--- config.mk ---
export PLATFORM = sky130hd
export DESIGN_NAME = red_pitaya_rst_seq
export DESIGN_NICKNAME = d
export VERILOG_FILES = /design/src/rtl/red_pitaya_rst_seq.sv
export SDC_FILE = /design/constraint.sdc
export NUM_CORES = 1
export LEC_CHECK = 0
export ABC_AREA = 1
export CELL_PAD_IN_SITES_DETAIL_PLACEMENT = 0
export CELL_PAD_IN_SITES_GLOBAL_PLACEMENT = 1
export CORE_MARGIN = 2
export CORE_UTILIZATION = 40
export CTS_CLUSTER_SIZE = 30
export DETAILED_ROUTE_END_ITERATION = 10
export PLACE_DENSITY = 0.9
export SLEW_MARGIN = 15
export SYNTH_ARGS = -nofsm -noshare
export SYNTH_HDL_FRONTEND = slang
export SYNTH_SLANG_ARGS = --single-unit
--- constraint.sdc ---
create_clock -name clk -period 2.1 [get_ports clk]
set_input_delay 0.42 -clock clk [delete_from_list [all_inputs] [get_ports clk]]
set_output_delay 0.42 -clock clk [all_outputs]
set_load 0.005 [all_outputs]
--- src/rtl/red_pitaya_rst_seq.sv ---
// ---------------------------------------------------------------------------
// red_pitaya_rst_seq
// Reset sequencer for logic running on PLL-derived clocks. It synchronizes the
// PLL lock flag, waits for LOCK_FILT consecutive lock-high cycles, then holds
// the reset for a further HOLD_CYC cycles before releasing rst_out_n. Losing
// lock returns the sequencer to WAIT. A software request re-runs the hold.
// Lock losses seen while running are counted in a saturating counter.
//
// Ports:
//   clk        - system clock, the only clock domain
//   rst        - asynchronous active-high reset
//   pll_locked - PLL lock status, asynchronous to clk
//   sw_rst     - software re-sequence request, level-sampled (HOLD/RUN only)
//   lost_clr   - synchronous clear of lost_cnt
//   rst_out_n  - active-low downstream reset, high only in RUN
//   state      - current state: 0=WAIT, 1=FILT, 2=HOLD, 3=RUN
//   lost_cnt   - saturating count of lock-loss events seen while in RUN
// ---------------------------------------------------------------------------
module red_pitaya_rst_seq #(
  parameter int unsigned LOCK_FILT = 1024,
  parameter int unsigned HOLD_CYC  = 16,
  parameter int unsigned CW        = 16
) (
  input  logic          clk,
  input  logic          rst,
  input  logic          pll_locked,
  input  logic          sw_rst,
  input  logic          lost_clr,
  output logic          rst_out_n,
  output logic [1:0]    state,
  output logic [CW-1:0] lost_cnt
);

  // One shared counter serves both the filter and the hold phase.
  localparam int unsigned CNT_MAX = (LOCK_FILT > HOLD_CYC) ? LOCK_FILT : HOLD_CYC;
  localparam int unsigned CNT_W   = (CNT_MAX > 1) ? $clog2(CNT_MAX) : 1;

  localparam logic [CNT_W-1:0] FILT_LAST = CNT_W'(LOCK_FILT - 1);
  localparam logic [CNT_W-1:0] HOLD_LAST = CNT_W'(HOLD_CYC - 1);
  localparam logic [CW-1:0]    LOST_MAX  = '1;

  typedef enum logic [1:0] {
    S_WAIT = 2'd0,
    S_FILT = 2'd1,
    S_HOLD = 2'd2,
    S_RUN  = 2'd3
  } state_t;

  state_t           st_q, st_d;
  logic [CNT_W-1:0] cnt_q, cnt_d;
  logic             sync1_q;
  logic             lock_s;
  logic             lost_evt_c;

  // Two-flop synchronizer for the asynchronous lock flag.
  always_ff @(posedge clk or posedge rst) begin
    if (rst) begin
      sync1_q <= 1'b0;
      lock_s  <= 1'b0;
    end else begin
      sync1_q <= pll_locked;
      lock_s  <= sync1_q;
    end
  end

  // Next-state and counter logic; loss of lock overrides everything else.
  always_comb begin
    st_d       = st_q;
    cnt_d      = cnt_q;
    lost_evt_c = 1'b0;
    if ((st_q != S_WAIT) && !lock_s) begin
      st_d       = S_WAIT;
      cnt_d      = '0;
      lost_evt_c = (st_q == S_RUN);
    end else begin
      unique case (st_q)
        S_WAIT: begin
          if (lock_s) begin
            st_d  = S_FILT;
            cnt_d = '0;
          end
        end
        S_FILT: begin
          if (cnt_q == FILT_LAST) begin
            st_d  = S_HOLD;
            cnt_d = '0;
          end else begin
            cnt_d = cnt_q + CNT_W'(1);
          end
        end
        S_HOLD: begin
          if (sw_rst) begin
            cnt_d = '0;
          end else if (cnt_q == HOLD_LAST) begin
            st_d  = S_RUN;
            cnt_d = '0;
          end else begin
            cnt_d = cnt_q + CNT_W'(1);
          end
        end
        S_RUN: begin
          if (sw_rst) begin
            st_d  = S_HOLD;
            cnt_d = '0;
          end
        end
        default: begin
          st_d  = S_WAIT;
          cnt_d = '0;
        end
      endcase
    end
  end

  // State register; rst_out_n is its own flop so it cannot glitch on decode.
  always_ff @(posedge clk or posedge rst) begin
    if (rst) begin
      st_q      <= S_WAIT;
      cnt_q     <= '0;
      rst_out_n <= 1'b0;
    end else begin
      st_q      <= st_d;
      cnt_q     <= cnt_d;
      rst_out_n <= (st_d == S_RUN);
    end
  end

  // Lock-loss counter: saturates; a clear coinciding with an event yields 1.
  always_ff @(posedge clk or posedge rst) begin
    if (rst) begin
      lost_cnt <= '0;
    end else if (lost_clr) begin
      lost_cnt <= lost_evt_c ? CW'(1) : '0;
    end else if (lost_evt_c && (lost_cnt != LOST_MAX)) begin
      lost_cnt <= lost_cnt + CW'(1);
    end
  end

  assign state = st_q;

endmodule

==> run metrics <==
outcome=complete, no violations; Worst Setup EP=lost_cnt[13]; post-route cell area=2330 um^2; DP Area=2248 um^2; Ys Warns=0; Critical path origin=state[0]; Seq cells post-synth=31; vias in the first global route=1,647; Tcrit/Tclk final=0.8591; Total GRT Usage=0.1801; post_cts resized=0; Core Rows=25; initial antenna violation count=0; Worst Path Required=2.25 ns; Final setup viols=0; core area=4692 um^2; crit path kind=reg -> reg; R2R cell count=8; arrival time at the worst endpoint=1.96 ns; leading cell type in the layout, fill and taps excluded=nand2_1; Hold Crit Depth=0; Synth Instances=269; DR pass1 iterations=4; drt drc=0; synth unique cells=23; Num CTS Buffers=5; CP max FO=16; Buffers on Ports=23; DR vias=1,803; Min-Delay Path Class=reg -> reg; Clock Path Buffers=2; Leakage Power=1.042 nW; VDD IR-drop max=0.5720 mV; area grow syn2layout=20.36%; wire length per cell=12.58 um; Clock transition at path regs=0.06 ns; post-route antenna net violation count=0; post-synthesis average cell area=7.196 um^2; Final Hold Viols=0; syn nets=281; r2r endpoint=lost_cnt[13]; Post-Route Skew=0.007928 ns; clock latency on the worst-skew pair=0.28 ns; full die area=5412 um^2; Critical Path Source Type=flop; Slew @ Worst Pin=0.4210 ns; Post-Route WL=4477 um; Vias/cell=5.065; Tmin final=1.804 ns; Initial Utilization=0.4125; DRT iter0 DRCs=121; first-pass GRT wire length=7396 um; PwrDens=680.4 nW/um^2; clock sink total=31; setup TNS=0 ns; CTS Root Cell=clkbuf_8; final net count=313; largest net degree at the start of global routing=32; Die Height=73.57 um; H-tree level count=2; crit end category=flop; postcts setup bufs=0; Ports=24; share of layout cells above drive strength 1=0.06291; reg2reg setup slack=0.30 ns; RR Startpoint=state[0]; RSZ-0062 raised after global routing=no; gr ovfl total=0; Max Fclk=554.3 MHz; most frequent cells in the layout=81 x nand2_1, 34 x inv_1, 32 x nor2_1, 31 x dfrtp_1, 23 x clkdlybuf4s50_1; CTS hold repair buffers=0; ANT cells=0; hpwl dp=3263 um; Slew Limit Headroom=0.7172; final slew viol count=0; RePlAce Congestion=0.7995; MaxCap Viol Count=0; sequential area share after synthesis=0.4008; CTS tree=built; Die Wd=73.57 um; synthesized area=1936 um^2
-- power by group --
part           switching [W]  internal (W)
registers          0.0000478      0.000644
logic               0.000263      0.000177
clock network       0.000222      0.000232
-- worst min path at each step --
stage | from | slack [ns] | to
floorplan | sync1_q | 0.33 | lock_s
global route | sync1_q | 0.36 | lock_s
CTS | sync1_q | 0.35 | lock_s
global placement | sync1_q | 0.33 | lock_s
finish | sync1_q | 0.35 | lock_s
detailed placement | sync1_q | 0.34 | lock_s
-- state kept, by name (all words and copies together) (netlist names) --
| signal | count |
|---|---|
| sync1_q | 1 |
| lock_s | 1 |
| cnt_q | 10 |
| rst_out_n | 1 |
| lost_cnt | 16 |
| state | 2 |
-- Yosys cell counts --
cell      number  area share
nand2_1       81        0.16
inv_1         34       0.066
nor2_2         1      0.0032
a21o_1         1      0.0039
dfrtp_1       31        0.40
nor3_1         3      0.0078
nand4_1        9       0.029
o21bai_1       2      0.0078
o21ai_0       16       0.041
o21ai_1        5       0.013
xor2_1         7       0.032
nand3_1       22       0.057
nand3_2        1      0.0052
or2_2          2      0.0065
buf_6          1      0.0058
nor2_4         3       0.017
o22ai_1        5       0.016
a21oi_1        3      0.0078
ha_1           7       0.045
nor2_1        32       0.062
nor2_8         1       0.010
nand2_2        1      0.0032
clkbuf_1       1      0.0019
-- cells by family (layout without fill, tap and decap cells) --
| logic type | count (synthesis) | count (layout) | share of synthesized area |
|---|---|---|---|
| fa+ha+maj | 7 | 7 | 0.04525 |
| xor+xnor | 7 | 7 | 0.03167 |
| compound gates | 32 | 32 | 0.08985 |
| flops | 31 | 31 | 0.4008 |
| simple gates | 156 | 156 | 0.3588 |
| buf+inv | 36 | 69 | 0.07369 |
-- area by class of cell --
cell class	count	area, um^2
fillers	477	2362
well taps	54	67.56
clock buffers	7	76.32
multi-input cells	202	1017
inverters	34	127.6
clock inverters	1	5.005
flip-flops and latches	31	775.7
repair buffers	27	260.3
-- worst max-delay path, cell delays in order, from the launching register on --
cell and delay [ns]:
dfrtp_1 0.44, inv_1 0.11, ha_1 0.24, nor2_1 0.19
nand2_1 0.15, nor2_4 0.30, nor2_8 0.11, nand2_1 0.06
o21ai_0 0.07
-- through the flow --
stage	worst slack, ns	power, W	hold slack (ns)	utilization	cells
2_1_floorplan	0.4604	0.0009791	0.3312	-	269
3_3_place_gp	0.3337	0.001136	0.3333	0.4792	348
3_5_place_dp	0.2974	0.001145	0.3370	0.4792	348
4_1_cts	0.2838	0.001604	0.3515	0.4965	356
5_1_grt	0.1302	0.001693	0.3564	0.4965	356
6_report	0.2960	0.001585	0.3491	0.4965	356
-- routing by layer --
metal	track usage	part of all wire
met5	0	0
met4	0.07475	0.011
met3	0.02881	0.045
met2	0.2817	0.46
met1	0.2476	0.49
Note: power is estimated with default switching activity, not from simulation.
